`src/rtl/led_pkg.sv`:
```
`default_nettype none
// +----------------------------------------------------------------------------+
// | Module  : led_pkg                                                          |
// | Purpose : Shared types and constants for the LED matrix column scanner.    |
// |           scan_state_t - two-phase column state (dark / lit)               |
// |           N_MAX        - largest supported grid dimension                  |
// |           cnt_width()  - bits needed to count 0..max                       |
// | Revision: 1.0  initial release                                             |
// +----------------------------------------------------------------------------+
package led_pkg;

  typedef enum logic {
    S_BLANK = 1'b0,
    S_ON    = 1'b1
  } scan_state_t;

  localparam int N_MAX = 8;

  // Width of a counter that must be able to hold the value max.
  function automatic int cnt_width(input int max);
    return (max < 1) ? 1 : $clog2(max + 1);
  endfunction

endpackage
`default_nettype wire

```
`src/rtl/led_scan_controller_if.sv`:
```
`default_nettype none
// +----------------------------------------------------------------------------+
// | Module  : led_scan_controller_if                                           |
// | Purpose : Frame handshake between the cell update logic (master) and the   |
// |           column scanner (slave).                                          |
// |   cells_in     N*N  next frame, row-major, bit r*N+c = row r column c      |
// |   cells_valid  1    cells_in holds a frame to load                         |
// |   cells_ready  1    scanner can accept a frame this cycle                  |
// | Revision: 1.0  initial release                                             |
// +----------------------------------------------------------------------------+
interface led_scan_controller_if
  import led_pkg::*;
#(
  parameter int N = 8
) ();

  logic [N*N-1:0] cells_in;
  logic           cells_valid;
  logic           cells_ready;

  modport master (
    output cells_in,
    output cells_valid,
    input  cells_ready
  );

  modport slave (
    input  cells_in,
    input  cells_valid,
    output cells_ready
  );

endinterface
`default_nettype wire

```
`src/rtl/tick_counter.sv`:
```
`default_nettype none
// +----------------------------------------------------------------------------+
// | Module  : tick_counter                                                     |
// | Purpose : Free-wrapping phase counter 0..MAX-1.                            |
// |   clk   in   system clock                                                  |
// |   rst   in   synchronous active-high reset                                 |
// |   clr   in   force count back to 0 (wins over en)                          |
// |   en    in   advance one tick                                              |
// |   last  out  count is at MAX-1 (final tick of the phase)                   |
// | Revision: 1.0  initial release                                             |
// +----------------------------------------------------------------------------+
module tick_counter
  import led_pkg::*;
#(
  parameter int MAX = 4
) (
  input  wire logic clk,
  input  wire logic rst,
  input  wire logic clr,
  input  wire logic en,
  output logic      last
);

  localparam int CW = cnt_width(MAX);

  logic [CW-1:0] cnt_q;
  logic [CW-1:0] cnt_d;

  always_comb begin
    last  = (cnt_q == CW'(MAX - 1));
    cnt_d = cnt_q;
    if (clr) begin
      cnt_d = '0;
    end else if (en) begin
      // Wrap on its own so the counter is already 0 when its phase comes round again.
      cnt_d = last ? '0 : cnt_q + CW'(1);
    end
  end

  always_ff @(posedge clk) begin
    if (rst) begin
      cnt_q <= '0;
    end else begin
      cnt_q <= cnt_d;
    end
  end

endmodule
`default_nettype wire

```
`src/rtl/led_scan_controller.sv`:
```
`default_nettype none
// +----------------------------------------------------------------------------+
// | Module  : led_scan_controller                                              |
// | Purpose : Time-multiplexed column scanner for an N x N LED matrix with     |
// |           inter-column blanking and a double-buffered frame image.         |
// |   clk          in   system clock                                           |
// |   rst          in   synchronous active-high reset                          |
// |   run          in   1 = scan, 0 = hold dark                                |
// |   frame_if     slv  cells_in / cells_valid / cells_ready handshake         |
// |   x            out  column index 0..N-1 to the driver decoder             |
// |   ena          out  decoder enable, high only in the lit phase            |
// |   cells        out  frame currently displayed                             |
// |   frame_start  out  one-cycle pulse as column 0 of a frame begins         |
// | Revision: 1.0  initial release                                             |
// +----------------------------------------------------------------------------+
module led_scan_controller
  import led_pkg::*;
#(
  parameter int N           = 8,
  parameter int ON_TICKS    = 1000,
  parameter int BLANK_TICKS = 16
) (
  input  wire logic             clk,
  input  wire logic             rst,
  input  wire logic             run,
  led_scan_controller_if.slave  frame_if,
  output logic [$clog2(N):0]    x,
  output logic                  ena,
  output logic [N*N-1:0]        cells,
  output logic                  frame_start
);

  localparam int XW = $clog2(N) + 1;

  // Elaboration-time parameter guards.
  if (N < 1 || N > N_MAX) begin : g_bad_n
    $error("led_scan_controller: N=%0d outside 1..%0d", N, N_MAX);
  end
  if (ON_TICKS < 1) begin : g_bad_on
    $error("led_scan_controller: ON_TICKS must be >= 1");
  end
  if (BLANK_TICKS < 1) begin : g_bad_blank
    $error("led_scan_controller: BLANK_TICKS must be >= 1");
  end

  scan_state_t    state_q, state_d;
  logic           started_q, started_d;
  logic [XW-1:0]  x_q, x_d;
  logic           ena_q, ena_d;
  logic           fs_q, fs_d;
  logic [N*N-1:0] cells_q, cells_d;
  logic [N*N-1:0] pending_q, pending_d;
  logic           pending_full_q, pending_full_d;

  logic           scanning;
  logic           blank_last;
  logic           on_last;
  logic           frame_boundary;
  logic           accept;

  // started_q marks that the first column-0 blanking cycle after a
  // (re)start has been issued; counters only run once it is set.
  assign scanning = run && started_q;

  tick_counter #(.MAX(BLANK_TICKS)) u_blank_cnt (
    .clk  (clk),
    .rst  (rst),
    .clr  (!scanning),
    .en   (scanning && (state_q == S_BLANK)),
    .last (blank_last)
  );

  tick_counter #(.MAX(ON_TICKS)) u_on_cnt (
    .clk  (clk),
    .rst  (rst),
    .clr  (!scanning),
    .en   (scanning && (state_q == S_ON)),
    .last (on_last)
  );

  assign accept               = frame_if.cells_valid && !pending_full_q;
  assign frame_if.cells_ready = !pending_full_q;

  always_comb begin
    state_d        = state_q;
    started_d      = started_q;
    x_d            = x_q;
    fs_d           = 1'b0;
    frame_boundary = 1'b0;
    cells_d        = cells_q;
    pending_d      = pending_q;
    pending_full_d = pending_full_q;

    if (!run) begin
      // Stopping parks the scan at column 0 and counts as a frame boundary.
      state_d        = S_BLANK;
      started_d      = 1'b0;
      x_d            = '0;
      frame_boundary = 1'b1;
    end else if (!started_q) begin
      state_d   = S_BLANK;
      started_d = 1'b1;
      x_d       = '0;
      fs_d      = 1'b1;
    end else begin
      case (state_q)
        S_BLANK: begin
          if (blank_last) begin
            state_d = S_ON;
          end
        end
        S_ON: begin
          if (on_last) begin
            state_d = S_BLANK;
            // x only moves as the lit phase ends, so it is stable while ena is high.
            if (x_q == XW'(N - 1)) begin
              x_d            = '0;
              fs_d           = 1'b1;
              frame_boundary = 1'b1;
            end else begin
              x_d = x_q + XW'(1);
            end
          end
        end
        default: state_d = S_BLANK;
      endcase
    end

    ena_d = (state_d == S_ON);

    // Swap and accept are mutually exclusive: accept needs pending empty,
    // swap needs it full.
    if (frame_boundary && pending_full_q) begin
      cells_d        = pending_q;
      pending_full_d = 1'b0;
    end
    if (accept) begin
      pending_d      = frame_if.cells_in;
      pending_full_d = 1'b1;
    end
  end

  always_ff @(posedge clk) begin
    if (rst) begin
      state_q        <= S_BLANK;
      started_q      <= 1'b0;
      x_q            <= '0;
      ena_q          <= 1'b0;
      fs_q           <= 1'b0;
      cells_q        <= '0;
      pending_q      <= '0;
      pending_full_q <= 1'b0;
    end else begin
      state_q        <= state_d;
      started_q      <= started_d;
      x_q            <= x_d;
      ena_q          <= ena_d;
      fs_q           <= fs_d;
      cells_q        <= cells_d;
      pending_q      <= pending_d;
      pending_full_q <= pending_full_d;
    end
  end

  assign x           = x_q;
  assign ena         = ena_q;
  assign cells       = cells_q;
  assign frame_start = fs_q;

endmodule
`default_nettype wire
```
`src/flat_wrapper.sv`:
```
// flat-port wrapper written by rule: the top's interface ports become plain ports
module led_scan_controller_flat import led_pkg::*;
#(
  parameter int N           = 8,
  parameter int ON_TICKS    = 1000,
  parameter int BLANK_TICKS = 16
)
  (clk, rst, run, x, ena, cells, frame_start, frame_if_cells_in, frame_if_cells_valid, frame_if_cells_ready);
  led_scan_controller_if #(.N(N)) frame_if_i ();
  input  wire logic clk;
  input  wire logic rst;
  input  wire logic run;
  output logic [$clog2(N):0] x;
  output logic ena;
  output logic [N*N-1:0] cells;
  output logic frame_start;
  input wire logic [$bits(frame_if_i.cells_in)-1:0] frame_if_cells_in;
  input wire logic [$bits(frame_if_i.cells_valid)-1:0] frame_if_cells_valid;
  output wire logic [$bits(frame_if_i.cells_ready)-1:0] frame_if_cells_ready;
  assign frame_if_i.cells_in = frame_if_cells_in;
  assign frame_if_i.cells_valid = frame_if_cells_valid;
  assign frame_if_cells_ready = frame_if_i.cells_ready;
  led_scan_controller #(.N(N), .ON_TICKS(ON_TICKS), .BLANK_TICKS(BLANK_TICKS)) u_core (.clk(clk), .rst(rst), .run(run), .frame_if(frame_if_i), .x(x), .ena(ena), .cells(cells), .frame_start(frame_start));
endmodule
```
`config.mk`:
```
export PLATFORM = sky130hd
export DESIGN_NAME = led_scan_controller_flat
export DESIGN_NICKNAME = d
export VERILOG_FILES = /design/src/rtl/led_pkg.sv /design/src/rtl/led_scan_controller_if.sv /design/src/rtl/tick_counter.sv /design/src/rtl/led_scan_controller.sv /design/src/flat_wrapper.sv
export SDC_FILE = /design/constraint.sdc
export NUM_CORES = 1
export LEC_CHECK = 0
export ABC_AREA = 0
export CAP_MARGIN = 20
export CORE_MARGIN = 2
export CORE_UTILIZATION = 40
export CTS_CLUSTER_DIAMETER = 80
export DETAILED_ROUTE_END_ITERATION = 8
export GPL_TIMING_DRIVEN = 0
export PLACE_DENSITY_LB_ADDON = 0.25
export SETUP_SLACK_MARGIN = 0.3
export SLEW_MARGIN = 20
export SYNTH_ARGS = -nofsm -noshare
export SYNTH_HDL_FRONTEND = slang
export SYNTH_SLANG_ARGS = --single-unit
```
`constraint.sdc`:
```
create_clock -name clk -period 1.83 [get_ports clk]
set_input_delay 0.183 -clock clk [delete_from_list [all_inputs] [get_ports clk]]
set_output_delay 0.183 -clock clk [all_outputs]
set_load 0.01 [all_outputs]
```
==> results.toml <==
[timing]
min_period_over_period_pct = 96.6
rsz0062_at_grt = "true"
final_hold_viol_count = 0
skew_ps = 6.86
tightest_slew_ps = 560
period_needed_ps = 1770
drv_slew = 0
setup_viol = 0
max_freq_mhz = 566
relSlewSlack_pct = 62.7

[critical_path]
endpoint = "u_core.cells[16]"
crit_fanout = 10
path_class = "reg2reg"
crit_required_ps = 2150
cpMaxStageDelayCell = "dfxtp_4"
endpoint_kind = "register"
critPathMaxStageDelay_ps = 350
crit_arrival_ps = 2080
critPathBufInv = 2
path_depth = 7
crit_chain = "ha_4 > and3b_2 > a41o_4 > buf_12 > buf_8 > and3_1 > o21a_1"
cp-start-kind = "register"
r2r-end = "u_core.cells[16]"
r2r_cells = 7
r2r-start = "u_core.x[1]"
r2r_setup_slack_ps = 60
crit_start = "u_core.x[1]"
cp_top_family = "compound AO/OA/AOI/OAI gates"

[drt]
drt_iter0_markers = 261
wire_per_inst_um = 15.8
ant_nets = 0
drc = 0
wl_um = 16700
dr_total_vias = 5482
via_per_inst = 5.19
drt_first_pass_iters = 4

[grt]
antenna_found_initial = 0
grt_pass1_wl_um = 26800
grt_max_degree = 17
grt_usage_pct = 20.9
grt_pass1_vias = 5596
grt_overflow_total = 0

[synth]
synth_fa_ha_area_share_pct = 0.621
yosysTopAreaCellShare_pct = 50.0
synth_largest_area_cell = "dfxtp_1"
synth_edf_count = 0
synthCells = 692
synth_nets = 763
synth-compound-area-share_pct = 22.8
ys_warn_count = 0
synthFlopType = "dfxtp_1"
synth_area_leaders = "dfxtp_1, nand2_1, o21a_1, a21boi_0, and3_1"
avgSynthCellArea_sq_um = 8.73
synth-xor-area-share_pct = 1.30
synthesis.area_sq_um = 6040
yosys-mux-area-fraction_pct = 0
synth.distinct_cells = 35
postSynthRegisterBits = 151
synthArstFlopShare_pct = 0
ys_seq_area_share_pct = 50.0
synth_top_family_by_area = "compound AO/OA/AOI/OAI gates"
synth-simple-area-share_pct = 20.4

[finish]
synthToLayoutAreaGrowth_pct = 44.2
fillers = 1289
final_core_utilization_pct = 59.5
n_antenna_cell = 0
layout-drive-gt1-share_pct = 12.8
nets = 932
fin_area_sq_um = 8710

[place]
hpwlAfterDp_um = 11600
gp_routability_congestion = 0.834
place_area_sq_um = 7740
io_buffers = 138

[job]
drv_cap = 0

[clock_tree]
cts_num_sinks = 151
clockBufferDepth = 2
cts_tree = "yes"
clock_latency_ps = 420
htree_levels = 4
clk_pin_slew_worst_paths_ps = 60
cts_made_buffers = 17
clockRootBuffer = "clkbuf_16"

[floorplan]
die-area_sq_um = 16100
die_w_um = 127
ioPinCount = 139
num_rows = 44
core_sq_um = 14600
start_util_pct = 41.3
die_height_um = 127

[power]
total_power_w = 0.00764
irDropWorstVdd_uv = 598
leakage_nw = 3.80
power_per_cell_area_nw_per_um2 = 876

[outcome]
outcome = "complete, no violations"

[hold_path]
min_path_type = "in2reg"
what timing repair did:
item	CTS	global route
cloned	3	0
endpoints found under the setup margin	134	152
setup buffers	7	2
pin swaps	12	6
resized for setup	60	58
hold endpoints to repair	0	0
hold buffers	0	0
area by class of cell:
cell class	count	area [sq um]	area share, %
flip-flops and latches	151	3040	34.9
multi-input cells	479	2940	33.7
repair buffers	150	1550	17.7
clock buffers	22	464	5.33
plain buffers	58	359	4.12
well taps	184	230	2.64
clock inverters	9	125	1.44
inverters	4	15.0	0.172
cells in the mapped netlist, types with 5 or more instances:
| cell type | number |
|---|---|
| nand2_1 | 144 |
| a21oi_1 | 73 |
| a21boi_1 | 9 |
| o21a_1 | 64 |
| nor2_1 | 16 |
| a21boi_0 | 56 |
| nand3_1 | 5 |
| nand4_1 | 6 |
| and3_1 | 66 |
| buf_6 | 6 |
| buf_1 | 6 |
| xnor2_1 | 5 |
| clkbuf_1 | 37 |
| dfxtp_1 | 151 |
| clkbuf_2 | 5 |
worst min path at each step:
stage               slack [ps]                     endpoint  depth (start not counted)                        start
global route               310         u_core.pending_q[39]                          3        frame_if_cells_in[39]
finish                     310         u_core.pending_q[17]                          3        frame_if_cells_in[17]
detailed placement         440         u_core.pending_q[36]                          2         u_core.pending_q[36]
global placement           430  u_core.u_blank_cnt.cnt_q[4]                          2  u_core.u_blank_cnt.cnt_q[4]
floorplan                  280             u_core.started_q                          1                          rst
CTS                        300         u_core.pending_q[39]                          3        frame_if_cells_in[39]
worst min-delay path, stage by stage:
cell             delay, ps
clkdlybuf4s50_1        390
nand2_1                 60
a21oi_1                 50
per-stage QoR:
stage / hold slack (ps) / setup WS (ps) / setup TNS [ps] / instances
after floorplan: 281 / 206 / 0 / 692
after global placement: 429 / -218 / -13800 / 1014
after detailed placement: 443 / -326 / -18640 / 1014
after CTS: 299 / 46.7 / 0 / 1055
after global routing: 308 / 26.2 / 0 / 1057
final: 307 / 62.9 / 0 / 1057
state kept, by name, indices dropped and copies added, names as in the netlist:
name	cells
u_core.cells	64
u_core.frame_start	1
u_core.pending_full_q	1
u_core.pending_q	64
u_core.started_q	1
u_core.state_q	1
u_core.u_blank_cnt.cnt_q	5
u_core.u_on_cnt.cnt_q	10
u_core.x	4
where the power goes:
group | switching, W | internal (W)
Combinational | 0.000364 | 0.000327
Clock | 0.00130 | 0.00220
Sequential | 0.0000546 | 0.00339
Total | 0.00172 | 0.00591
layer usage:
layer,global-route usage [%],routed length (um),vias to the layer above
met5,0,0,-
met4,7.30,289,0
met3,5.27,773,25
met2,36.8,8380,143
met1,24.7,7220,2598
li1,-,-,2716
logic make-up (layout without fill, tap and decap cells):
kind of cell,Yosys count,in the layout
AND/OR/NAND/NOR,258,258
adder cells (fa/ha/maj),3,3
XOR/XNOR,9,9
flip-flops,151,151
buffers and inverters,62,243
AO/OA/AOI/OAI,209,209
cell usage in the layout (no fill, tap or decap), types with 3 or more instances in the layout:
| master | count |
|---|---|
| clkinv_2 | 4 |
| and3_4 | 28 |
| dfxtp_4 | 4 |
| clkbuf_16 | 17 |
| clkbuf_8 | 5 |
| xnor2_1 | 5 |
| o21ai_0 | 3 |
| nor2_1 | 16 |
| o21a_1 | 64 |
| a21oi_1 | 72 |
| and3_1 | 38 |
| dlymetal6s2s_1 | 23 |
| dfxtp_1 | 147 |
| bufinv_16 | 3 |
| or3_1 | 3 |
| clkdlybuf4s50_1 | 107 |
| clkbuf_2 | 13 |
| xor2_1 | 4 |
| a21boi_0 | 50 |
| nor3_1 | 3 |
| buf_6 | 11 |
| inv_1 | 4 |
| nand3_1 | 5 |
| dlygate4sd2_1 | 8 |
| clkbuf_1 | 30 |
| a21boi_1 | 15 |
| nand2_1 | 143 |
| nand4_1 | 6 |
| buf_4 | 10 |
No activity file was read; power rests on OpenSTA's default activity.
